## src/rtl/mul8b_seq_ctrl_pkg.sv

```systemverilog
// Shared definitions for the sequential 8x8 multiplier controller:
// state and step encodings, the per-step shift table and step-selection helpers.
package mul8b_seq_ctrl_pkg;

    typedef enum logic [1:0] {
        ST_IDLE = 2'd0,
        ST_MUL  = 2'd1,
        ST_DONE = 2'd2
    } state_t;

    typedef logic [1:0] step_t;

    // Step order: low/low, high-a/low-b, low-a/high-b, high/high
    localparam step_t STEP_LL = 2'd0;
    localparam step_t STEP_HL = 2'd1;
    localparam step_t STEP_LH = 2'd2;
    localparam step_t STEP_HH = 2'd3;

    localparam logic [3:0] SH0 = 4'd0;
    localparam logic [3:0] SH1 = 4'd4;
    localparam logic [3:0] SH2 = 4'd4;
    localparam logic [3:0] SH3 = 4'd8;

    typedef struct packed {
        logic  found;
        step_t step;
    } pick_t;

    function automatic logic [3:0] stepShift(input step_t s);
        logic [3:0] sh;
        case (s)
            STEP_LL: sh = SH0;
            STEP_HL: sh = SH1;
            STEP_LH: sh = SH2;
            default: sh = SH3;
        endcase
        return sh;
    endfunction

    function automatic logic [3:0] activeMask(input logic [7:0] a, input logic [7:0] b);
        logic [3:0] m;
        m[0] = (|a[3:0]) & (|b[3:0]);
        m[1] = (|a[7:4]) & (|b[3:0]);
        m[2] = (|a[3:0]) & (|b[7:4]);
        m[3] = (|a[7:4]) & (|b[7:4]);
        return m;
    endfunction

    function automatic logic [3:0] laterMask(input step_t s);
        logic [3:0] m;
        case (s)
            STEP_LL: m = 4'b1110;
            STEP_HL: m = 4'b1100;
            STEP_LH: m = 4'b1000;
            default: m = 4'b0000;
        endcase
        return m;
    endfunction

    // Lowest-numbered set bit wins
    function automatic pick_t firstActive(input logic [3:0] m);
        pick_t p;
        p.found = 1'b1;
        if (m[0])      p.step = STEP_LL;
        else if (m[1]) p.step = STEP_HL;
        else if (m[2]) p.step = STEP_LH;
        else if (m[3]) p.step = STEP_HH;
        else begin
            p.found = 1'b0;
            p.step  = STEP_LL;
        end
        return p;
    endfunction

endpackage

```

## src/rtl/mul8b_seq_ctrl_if.sv

```systemverilog
// Operand/product handshake bundle between the bus-side source/sink and the controller.
interface mul8b_seq_ctrl_if;

    logic        in_valid;
    logic        in_ready;
    logic [7:0]  in_a;
    logic [7:0]  in_b;
    logic        abort;
    logic        out_valid;
    logic        out_ready;
    logic [15:0] out_p;
    logic        busy;

    modport master (
        output in_valid, in_a, in_b, abort, out_ready,
        input  in_ready, out_valid, out_p, busy
    );

    modport slave (
        input  in_valid, in_a, in_b, abort, out_ready,
        output in_ready, out_valid, out_p, busy
    );

endinterface

```

## src/rtl/mul4b.sv

```systemverilog
// Combinational unsigned 4x4 multiplier array shared by all steps.
module mul4b (
    input  logic [3:0] a_i,
    input  logic [3:0] b_i,
    output logic [7:0] p_o
);

    assign p_o = {4'h0, a_i} * {4'h0, b_i};

endmodule

```

## src/rtl/mul8b_seq_ctrl_nib_sel.sv

```systemverilog
// Picks the operand nibbles for one step and flags whether that step contributes anything.
module nib_sel
    import mul8b_seq_ctrl_pkg::*;
(
    input  logic [7:0] opA_i,
    input  logic [7:0] opB_i,
    input  step_t      step_i,
    output logic [3:0] nibA_o,
    output logic [3:0] nibB_o,
    output logic       active_o
);

    // Step bit 0 selects the high A nibble, step bit 1 the high B nibble
    always_comb begin
        nibA_o   = step_i[0] ? opA_i[7:4] : opA_i[3:0];
        nibB_o   = step_i[1] ? opB_i[7:4] : opB_i[3:0];
        active_o = (|nibA_o) & (|nibB_o);
    end

endmodule

```

## src/rtl/mul8b_seq_ctrl.sv

```systemverilog
// Sequential unsigned 8x8 multiplier: one shared 4x4 array, one nibble pair per cycle,
// shift-accumulated into a 16-bit result held until the consumer takes it.
module mul8b_seq_ctrl
    import mul8b_seq_ctrl_pkg::*;
#(
    parameter bit SKIP_ZERO = 1'b0
) (
    input  logic              clk,
    input  logic              rst_n,
    mul8b_seq_ctrl_if.slave   bus
);

    state_t      state_q, state_d;
    logic [7:0]  aOp_q, aOp_d;
    logic [7:0]  bOp_q, bOp_d;
    step_t       step_q, step_d;
    logic [15:0] acc_q, acc_d;

    logic [3:0]  nibA, nibB;
    logic [7:0]  pp;
    logic        stepActive;
    logic [3:0]  inMask, opMask;
    pick_t       firstIn, nextPick;
    logic [15:0] ppShifted;

    nib_sel u_nib_sel (
        .opA_i    (aOp_q),
        .opB_i    (bOp_q),
        .step_i   (step_q),
        .nibA_o   (nibA),
        .nibB_o   (nibB),
        .active_o (stepActive)
    );

    mul4b u_mul4b (
        .a_i (nibA),
        .b_i (nibB),
        .p_o (pp)
    );

    // Without skipping every step counts as active, so the search degenerates to 0,1,2,3
    assign inMask    = SKIP_ZERO ? activeMask(bus.in_a, bus.in_b) : 4'b1111;
    assign opMask    = SKIP_ZERO ? activeMask(aOp_q, bOp_q) : 4'b1111;
    assign firstIn   = firstActive(inMask);
    assign nextPick  = firstActive(opMask & laterMask(step_q));
    assign ppShifted = {8'h00, pp} << stepShift(step_q);

    always_ff @(posedge clk or negedge rst_n) begin
        if (!rst_n) begin
            state_q <= ST_IDLE;
            aOp_q   <= '0;
            bOp_q   <= '0;
            step_q  <= STEP_LL;
            acc_q   <= '0;
        end else begin
            state_q <= state_d;
            aOp_q   <= aOp_d;
            bOp_q   <= bOp_d;
            step_q  <= step_d;
            acc_q   <= acc_d;
        end
    end

    always_comb begin
        state_d = state_q;
        aOp_d   = aOp_q;
        bOp_d   = bOp_q;
        step_d  = step_q;
        acc_d   = acc_q;
        case (state_q)
            ST_IDLE: begin
                if (bus.in_valid) begin
                    aOp_d   = bus.in_a;
                    bOp_d   = bus.in_b;
                    acc_d   = '0;
                    step_d  = firstIn.found ? firstIn.step : STEP_LL;
                    state_d = ST_MUL;
                end
            end
            ST_MUL: begin
                if (bus.abort) begin
                    state_d = ST_IDLE;
                    step_d  = STEP_LL;
                end else begin
                    if (stepActive) begin
                        acc_d = acc_q + ppShifted;
                    end
                    if (nextPick.found) begin
                        step_d = nextPick.step;
                    end else begin
                        step_d  = STEP_LL;
                        state_d = ST_DONE;
                    end
                end
            end
            ST_DONE: begin
                // Abort takes priority: a simultaneous out_ready does not count as a transfer
                if (bus.abort || bus.out_ready) begin
                    state_d = ST_IDLE;
                end
            end
            default: state_d = ST_IDLE;
        endcase
    end

    assign bus.in_ready  = (state_q == ST_IDLE);
    assign bus.out_valid = (state_q == ST_DONE);
    assign bus.out_p     = (state_q == ST_DONE) ? acc_q : 16'h0000;
    assign bus.busy      = (state_q != ST_IDLE);

endmodule

```

## src/flat_wrapper.sv

```systemverilog
// flat-port wrapper written by rule: the top's interface ports become plain ports
module mul8b_seq_ctrl_flat import mul8b_seq_ctrl_pkg::*;
#(
    parameter bit SKIP_ZERO = 1'b0
)
  (clk, rst_n, bus_in_valid, bus_in_a, bus_in_b, bus_abort, bus_out_ready, bus_in_ready, bus_out_valid, bus_out_p, bus_busy);
  mul8b_seq_ctrl_if bus_i ();
  input  logic clk;
  input  logic rst_n;
  input wire logic [$bits(bus_i.in_valid)-1:0] bus_in_valid;
  input wire logic [$bits(bus_i.in_a)-1:0] bus_in_a;
  input wire logic [$bits(bus_i.in_b)-1:0] bus_in_b;
  input wire logic [$bits(bus_i.abort)-1:0] bus_abort;
  input wire logic [$bits(bus_i.out_ready)-1:0] bus_out_ready;
  output wire logic [$bits(bus_i.in_ready)-1:0] bus_in_ready;
  output wire logic [$bits(bus_i.out_valid)-1:0] bus_out_valid;
  output wire logic [$bits(bus_i.out_p)-1:0] bus_out_p;
  output wire logic [$bits(bus_i.busy)-1:0] bus_busy;
  assign bus_i.in_valid = bus_in_valid;
  assign bus_i.in_a = bus_in_a;
  assign bus_i.in_b = bus_in_b;
  assign bus_i.abort = bus_abort;
  assign bus_i.out_ready = bus_out_ready;
  assign bus_in_ready = bus_i.in_ready;
  assign bus_out_valid = bus_i.out_valid;
  assign bus_out_p = bus_i.out_p;
  assign bus_busy = bus_i.busy;
  mul8b_seq_ctrl #(.SKIP_ZERO(SKIP_ZERO)) u_core (.clk(clk), .rst_n(rst_n), .bus(bus_i));
endmodule
```

## config.mk

```make
export PLATFORM = sky130hd
export DESIGN_NAME = mul8b_seq_ctrl_flat
export DESIGN_NICKNAME = d
export VERILOG_FILES = /design/src/rtl/mul8b_seq_ctrl_pkg.sv /design/src/rtl/mul8b_seq_ctrl_if.sv /design/src/rtl/mul4b.sv /design/src/rtl/mul8b_seq_ctrl_nib_sel.sv /design/src/rtl/mul8b_seq_ctrl.sv /design/src/flat_wrapper.sv
export SDC_FILE = /design/constraint.sdc
export NUM_CORES = 1
export LEC_CHECK = 0
export ABC_AREA = 1
export BUFFER_PORTS_ARGS = -buffer_cell sky130_fd_sc_hd__buf_2
export CAP_MARGIN = 20
export CORE_MARGIN = 8
export CORE_UTILIZATION = 53
export CTS_CLUSTER_DIAMETER = 200
export DETAILED_ROUTE_END_ITERATION = 16
export PLACE_DENSITY = 0.77
export SLEW_MARGIN = 0
export SYNTH_ARGS = -nofsm -noshare
export SYNTH_HDL_FRONTEND = slang
export SYNTH_SLANG_ARGS = --single-unit
```

## constraint.sdc

```tcl
create_clock -name clk -period 4.4 [get_ports clk]
set_input_delay 0.66 -clock clk [delete_from_list [all_inputs] [get_ports clk]]
set_output_delay 0.66 -clock clk [all_outputs]
set_load 0.1 [all_outputs]
```

# --- Yosys cells after proc, flatten, opt, wreduce, memory -nomap -nowiden ---
# Cells that the tools add are included.
totals:
  reg_bits: 36
  input_bits: 21
  out_inout_bits: 19
  wordCells: 56
op_classes:
  add_sub_neg: 1
  multipliers: 1
  eq_ne: 9
  n_shift: 1
  n_mux: 26
  bitwise: 1
  reduce_logical: 12
ops:
  columns: ["cell", "count"]
  rows:
  - ["$mux W16", 4]
  - ["$pmux W16 S2", 1]
  - ["$mux W2", 11]
  - ["$add A16 B16 Y16", 1]
  - ["$shl A8 B4 Y16", 1]
  - ["$pmux W4 S3", 1]
  - ["$mul A4 B4 Y8", 1]
  - ["$mux W4", 2]
  - ["$pmux W4 S2", 1]
  - ["$reduce_or A4 Y1", 2]
  - ["$pmux W2 S3", 1]
  - ["$eq A2 B1 Y1 const B", 2]
  - ["$eq A2 B2 Y1 const B", 2]
  - ["$logic_not A2 Y1", 2]
  - ["$mux W1", 4]
  - ["$ne A2 B1 Y1 const B", 2]
  - ["$ne A2 B2 Y1 const B", 2]
  - ["$pmux W2 S2", 1]
  - ["$reduce_and A2 Y1", 2]
  - ["$reduce_and A4 Y1", 1]
  - ["$reduce_bool A2 Y1", 2]
  - ["$ne A3 B3 Y1 const B", 1]
  - ["$reduce_and A3 Y1", 1]
  - ["$reduce_or A2 Y1", 1]
  - ["other kinds (2)", 2]

# --- Longest topological paths before layout ---
# Gate-level depths: netlist of the first run.
depth:
  depth_word: 9
  mapped_depth: 25
  depth_no_buf: 25

# --- Modules after synthesis ---
# From an unflattened synthesis of the first run, not the netlist that was laid out.
hier_totals:
  cells_unflattened: 503
  area_unflattened_um2: 3329.4
by_module_without_submodules:
  columns: ["mod", "n_inst", "cells_per_inst", "area_per_inst_um2", "seq_area_each_um2"]
  rows:
  - ["mul8b_seq_ctrl", 1, 378, 2658.8, 900.9]
  - ["mul4b", 1, 70, 462.9, 0.0]
  - ["nib_sel", 1, 55, 207.7, 0.0]

# --- Worst setup path after synthesis of the first run ---
# OpenSTA, ideal clock, no wires.
synth_timing:
  path_type: "register -> register"
  start: "register u_core.step_q[1]"
  end: "register u_core.acc_q[11]"
  setup_ns: 0.126
  t_arrival_ns: 4.279
  required_ns: 4.274
  path_slack_ns: -0.006
  path_stages_with_launch: 21
  n_path_buf: 1
  period_less_slack_ns: 4.406
  path_cell_list: "dfrtp_1 > buf_2 > nand2_1 > o21ai_1 > or2_2 > fa_1 > inv_1 > fa_1 > inv_1 > fa_1 > o21ai_0 > xor2_1 > mux2i_1 > nor2_1 > ha_1 > a21oi_1 > a21boi_0 > nand2_1 > a21o_1 > nor2_1 > o22ai_2"
synth_between:
  elab_chain_cells: 8
  elab_cells_between_ends: 16
  cone_classes: "add/sub: 1; mul: 1; eq/ne: 3; shift: 1; mux: 5; bitwise: 1; reduce/logical: 4"
synth_rtl:
  columns: ["item", "line", "rtl"]
  rows:
  - ["start: declaration", "mul8b_seq_ctrl.sv:16", "step_t step_q, step_d;"]
  - ["start signal: assignment", "mul8b_seq_ctrl.sv:59", "step_q <= step_d;"]
  - ["branches (longest 8 deep; another with $add A16 B16 Y16)", null, null]
  - ["end signal: assignment", "mul8b_seq_ctrl.sv:54", "acc_q <= '0;"]
  - ["end signal: assignment", "mul8b_seq_ctrl.sv:60", "acc_q <= acc_d;"]
  - ["end: declaration", "mul8b_seq_ctrl.sv:17", "logic [15:0] acc_q, acc_d;"]
# Several ways; the timed one is not identified. The select of a mux whose other input is x is not followed.
# A chain may end at the register's enable or synchronous reset.

# --- Worst setup path after layout of the first run ---
layout_timing:
  start: "register u_core.step_q[0]"
  end: "register u_core.acc_q[11]"
layout_between:
  elab_chain_cells: 8
  elab_cells_between_ends: 16
  cone_classes: "add/sub: 1; mul: 1; eq/ne: 3; shift: 1; mux: 5; bitwise: 1; reduce/logical: 4"
layout_rtl:
  columns: ["item"]
  rows:
  - ["branches (longest 8 deep; another with $add A16 B16 Y16)"]
# Several ways; the timed one is not identified. The select of a mux whose other input is x is not followed.

==> results of run 1 <==
[area by class of cell]
type	instances	area (um^2)	share of cell area [%]
flip-flops and latches	36	903.4	23.58
clock buffers	5	68.82	1.796
clock inverters	3	42.54	1.110
inverters	55	209.0	5.454
multi-input cells	306	2116	55.23
repair buffers	66	401.6	10.48
well taps	72	90.09	2.351
[worst max-delay path, stage by stage, from the launching register on]
cell	delay (ns)
dfrtp_2	0.49
nand2_2	0.09
o21ai_2	0.07
or2_4	0.24
fa_1	0.55
inv_2	0.04
fa_1	0.54
inv_2	0.05
fa_2	0.37
o21ai_2	0.16
xor2_1	0.20
mux2i_1	0.13
nor2_1	0.13
ha_1	0.28
a21oi_2	0.17
a21boi_2	0.22
nand2_4	0.09
a21o_1	0.21
nand2_1	0.06
nand2_1	0.06
o22ai_2	0.12
[cell families (layout without fill, tap and decap cells)]
family | count (synthesis) | after routing | synth area share, %
AND/OR/NAND/NOR | 179 | 179 | 24.68
AO/OA/AOI/OAI | 73 | 73 | 15.54
buffers and inverters | 63 | 129 | 8.405
flip-flops | 36 | 36 | 29.52
adder cells (fa/ha/maj) | 35 | 35 | 15.58
multiplexers | 11 | 11 | 3.977
XOR/XNOR | 8 | 8 | 2.296
[sequential cells by signal (all words and copies together) (netlist names)]
signal / flops
u_core.step_q: 2
u_core.acc_q: 16
u_core.aOp_q: 8
u_core.bOp_q: 8
u_core.state_q: 2
[placed cells by master (no fill, tap or decap), types with 9 or more instances in the layout]
cell type   n
inv_1      47
dfrtp_1    34
ha_1       26
buf_4      26
nand2_2     9
a21oi_1    21
buf_2      39
mux2_2      9
o21ai_1     9
o22ai_2    11
nand3_1    14
nand2_1    62
nor2_1     62
[metal layers]
layer	GRT usage [%]	share of wire, %	up-vias
met3	3.830	4.8	13
met2	29.86	48	90
met1	23.71	45	1386
met4	5.906	1.6	0
met5	0	0	-
li1	-	-	1468
[stage by stage]
stage	util, %	hold slack (ns)
floorplan	-	0.3644
global placement	62.22	0.4990
detailed placement	62.22	0.5067
CTS	64.97	0.4849
global route	69.15	0.5381
finish	69.15	0.4582
[final timing paths]
path / cells past startpoint / slack (ns) / to / from
min in group clk: 2 / 0.52 / u_core.bOp_q[4] / u_core.bOp_q[4]
min reg2reg: 2 / 0.52 / u_core.bOp_q[4] / u_core.bOp_q[4]
max reg2reg: 20 / 0.06 / u_core.acc_q[11] / u_core.step_q[0]
max in group asynchronous: 1 / 3.35 / u_core.step_q[0] / rst_n
min: 1 / 0.46 / u_core.acc_q[7] / rst_n
max: 20 / 0.06 / u_core.acc_q[11] / u_core.step_q[0]
[timing repair]
| action | CTS | global route |
|---|---|---|
| buffers inserted | 2 | 4 |
| setup endpoints to repair | 8 | 11 |
| gates resized for setup | 11 | 59 |
| pin swaps | 4 | 23 |
| hold buffers | 0 | 0 |
==> impl_metrics.json, run 1 <==
{
  "overflow": 0,
  "routed_wl_um": 8118,
  "clk_path_buf_depth": 2,
  "synth_ff_type": "dfrtp_1",
  "layout_setup_ws_ns": 0.06442,
  "fin_crit_ns": 4.336,
  "syn_nets": 461,
  "rsz0062_at_grt": "true",
  "diodes": 0,
  "max_freq_mhz": 230.7,
  "relSlewSlack_pct": 43.37,
  "clock-sinks": 36,
  "preCtsSetupSlack_ns": -0.1959,
  "final_nets": 526,
  "via_per_inst": 5.446,
  "vias": 2957,
  "slew_violations": 0,
  "fp.dieW_um": 91.88,
  "synth_area_leaders": "dfrtp_1 (30%), ha_1 (12%), nand2_1 (8.7%), nor2_1 (8.4%), inv_1 (6.5%)",
  "placed_cell_area_mm2": 0.003447,
  "min_period_over_period_pct": 98.54,
  "grt_use_total_pct": 18.36,
  "htreeDepth": 2,
  "cp-start-kind": "register",
  "async_reset_ff_share_pct": 100.0,
  "path_class": "register to register",
  "fp.coreArea_mm2": 0.005540,
  "timing.max_cap.violations": 0,
  "antenna_found_initial": 0,
  "tns_ns": 0,
  "fillers": 439,
  "setup_viol": 0,
  "portBuffers": 39,
  "synthDominantCellAreaShare_pct": 29.52,
  "hp-class": "input port to asynchronous set/reset pin",
  "cts_tree": "done",
  "drt_first_iter_violations": 230,
  "grt_pass1_wl_um": 12940,
  "design.die.area_mm2": 0.008442,
  "grt_max_degree": 37,
  "place_congestion": 0.9820,
  "status": "finished, final reports clean",
  "num_rows": 27,
  "cp-end-kind": "register",
  "syn_inst": 405,
  "synth.top_cells.by_count": "nand2_1 (71), nor2_1 (68), inv_1 (53), dfrtp_1 (36), ha_1 (30)",
  "final_cells": 543,
  "hpwl_um": 5915,
  "yosysTopAreaCell": "dfrtp_1",
  "postRouteAntennaNets": 0,
  "critPathMaxFanout": 7,
  "root_buffer": "clkbuf_8",
  "dr.pass1.iters": 6,
  "placedCellCount": 529,
  "synth_seq_cells": 36,
  "clk_latency_ns": 0.30,
  "grt_pass1_vias": 2890,
  "synth_area_mm2": 0.003052,
  "clkTransAtPathRegs_ns": 0.08,
  "die_h_um": 91.88,
  "arrival_ns": 4.57,
  "ys_seq_area_share_pct": 29.52,
  "design_area_mm2": 0.003831,
  "postSynthAreaPerCell_um2": 7.535,
  "worstMarginPinSlew_ns": 0.8495,
  "drive_above_1_share_pct": 33.33,
  "syn_to_final_growth_pct": 25.54,
  "synth-edff-count": 0,
  "final-hold-violation-count": 0,
  "num_io_pins": 40,
  "synth_warnings": 0,
  "yosysUniqueCellTypes": 36,
  "synth.most_common_cell": "nand2_1",
  "required_ns": 4.63,
  "cts_buffers": 5,
  "drc": 0,
  "start_util_pct": 55.08,
  "skew_ns": 0.008191,
  "routedWlPerCell_um": 14.95
}
Power of run 1 is left out: the tool's default activity adds up to more than one toggle a clock period on the data nets, which glitch-free logic cannot reach.
==> run 2, diff against run 1 <==
--- a/config.mk
+++ b/config.mk
@@ -8,11 +8,13 @@
 export ABC_AREA = 1
 export BUFFER_PORTS_ARGS = -buffer_cell sky130_fd_sc_hd__buf_2
 export CAP_MARGIN = 20
+export CELL_PAD_IN_SITES_DETAIL_PLACEMENT = 1
+export CELL_PAD_IN_SITES_GLOBAL_PLACEMENT = 1
 export CORE_MARGIN = 8
-export CORE_UTILIZATION = 53
+export CORE_UTILIZATION = 39
 export CTS_CLUSTER_DIAMETER = 200
 export DETAILED_ROUTE_END_ITERATION = 16
-export PLACE_DENSITY = 0.77
+export PLACE_DENSITY_LB_ADDON = 0.1
 export SLEW_MARGIN = 0
 export SYNTH_ARGS = -nofsm -noshare
 export SYNTH_HDL_FRONTEND = slang
==> run 2 against run 1 <==
The run now ends with negative setup slack left. Sequential share of layout area decreased by 1.7 points. Count of clock-buffer cells in the layout unchanged. Global-route usage decreased by 0.51 points. Critical path depth increased by 3. Wire length increased by 23%. Core utilization decreased by 15 points. Maximum frequency decreased by 1.6%. Worst setup slack got worse by 0.071 ns. Non-clock buffer count increased by 25. Design area increased by 7.8%. First-iteration DRC count decreased by 70%. Clock skew increased by 0.0044 ns. Highest routed layer unchanged.
==> impl_metrics.json, run 2 (same netlist as run 1, synthesis figures left out) <==
{
  "grt_max_degree": 37,
  "drc": 0,
  "cp-end-kind": "register",
  "htreeDepth": 2,
  "hold_buffers": 0,
  "cp-start-kind": "register",
  "grt_pass1_vias": 3412,
  "overflow": 0,
  "cts_tree": "done",
  "die_h_um": 104.5,
  "skew_ns": 0.01255,
  "multiInputGateArea_mm2": 0.002210,
  "grt_use_total_pct": 17.85,
  "start_util_pct": 39.91,
  "portBuffers": 39,
  "violations": "negative setup slack",
  "drive_above_1_share_pct": 38.91,
  "regToRegSetupSlack_ns": -0.006,
  "layout_commonest_cell": "nor2_1",
  "drt_first_iter_violations": 68,
  "root_buffer": "clkbuf_8",
  "postLayoutCoreUtil_pct": 54.01,
  "dr.pass1.iters": 4,
  "fp.coreArea_mm2": 0.007647,
  "relSlewSlack_pct": 40.28,
  "arrival_ns": 4.61,
  "num_io_pins": 40,
  "fillers": 961,
  "antenna_found_initial": 0,
  "syn_to_final_growth_pct": 35.34,
  "largest_reg_flops": 16,
  "routedWlPerCell_um": 16.63,
  "ff_latch_area_um2": 903.4,
  "routed_wl_um": 9947,
  "clk_path_buf_depth": 2,
  "slew_violations": 0,
  "via_per_inst": 5.075,
  "min_period_over_period_pct": 100.1,
  "max_freq_mhz": 227.0,
  "postRouteAntennaNets": 0,
  "clkTransAtPathRegs_ns": 0.09,
  "vias": 3035,
  "layout_setup_ws_ns": -0.006187,
  "final-hold-violation-count": 0,
  "place_congestion": 0.8769,
  "setup_viol": 1,
  "layout_common_cells": "nor2_1 (60), nand2_1 (58), inv_1 (51)",
  "top_register": "u_core.acc_q",
  "top_regs": "u_core.acc_q (16), u_core.aOp_q (8), u_core.bOp_q (8)",
  "cts_buffers": 5,
  "grt_pass1_wl_um": 16080,
  "critPathMaxFanout": 8,
  "num_rows": 32,
  "clock-sinks": 36,
  "fp.dieW_um": 104.5,
  "hpwl_um": 7441,
  "status": "finished, violations left",
  "required_ns": 4.60,
  "diodes": 0,
  "hp-class": "input port to asynchronous set/reset pin",
  "design.die.area_mm2": 0.01091,
  "rsz0062_at_grt": "true",
  "final_nets": 551,
  "fin_crit_ns": 4.406,
  "clk_latency_ns": 0.30,
  "path_class": "register to register",
  "timing.max_cap.violations": 0,
  "worstMarginPinSlew_ns": 0.8958
}
## run 2: layer usage
layer	routed length, um	up-vias	GRT usage (%)
li1	-	1505	-
met3	297	15	3.098
met2	5296	52	34.06
met5	0	-	0
met4	234	0	5.584
met1	4119	1463	19.25
## run 2: cell type report
cell class                      instances  share of cell area [%]
Clock buffer                            5                   1.666
Clock inverter                          3                  0.4544
Inverter                               55                   5.059
Multi-Input combinational cell        306                   53.50
Sequential cell                        36                   21.87
Tap cell                              102                   3.090
Timing Repair Buffer                   91                   14.36
## run 2: worst paths after layout
| check | from | endpoint | cells past startpoint |
|---|---|---|---|
| worst max-delay path | u_core.step_q[0] | u_core.acc_q[13] | 23 |
| worst min-delay path | rst_n | u_core.acc_q[9] | 1 |
| worst max register to register | u_core.step_q[0] | u_core.acc_q[13] | 23 |
| worst min register to register | u_core.aOp_q[3] | u_core.aOp_q[3] | 1 |
| max in group asynchronous | rst_n | u_core.step_q[1] | 1 |
| min in group clk | u_core.aOp_q[3] | u_core.aOp_q[3] | 1 |
## run 2: through the flow
stage / TNS, ns / area (um^2) / instances / hold WS [ns] / worst slack [ns]
6_report: -0.006187 / 4130 / 598 / 0.4804 / -0.006187
2_1_floorplan: 0 / 3052 / 405 / 0.3644 / 0.03714
5_1_grt: -1.297 / 4130 / 598 / 0.5310 / -0.2392
4_1_cts: 0 / 3900 / 596 / 0.5145 / 0.01054
3_3_place_gp: -1.047 / 3657 / 582 / 0.4905 / -0.2354
3_5_place_dp: -2.104 / 3657 / 582 / 0.4917 / -0.3462
## run 2: repair_timing
item,4_1_cts,5_1_grt
resized for setup,37,52
endpoints found under the setup margin,11,11
buffers inserted,6,2
pin swaps,17,32
## run 2: worst max-delay path: stages, from the launching register on
cell     delay (ns)
dfrtp_2        0.49
nand2_2        0.13
o21ai_4        0.07
or2_4          0.25
fa_1           0.48
inv_1          0.05
fa_1           0.46
buf_4          0.16
ha_4           0.15
nand2_1        0.06
nand2_1        0.08
a31oi_2        0.20
xnor2_1        0.13
mux2i_1        0.22
nor2_1         0.08
ha_1           0.36
nand2_1        0.10
inv_2          0.10
nand3_2        0.09
or3_4          0.40
nand2_2        0.07
nand2_1        0.05
nand3_1        0.08
nand2_1        0.05
Power of run 2 is left out for the same reason.
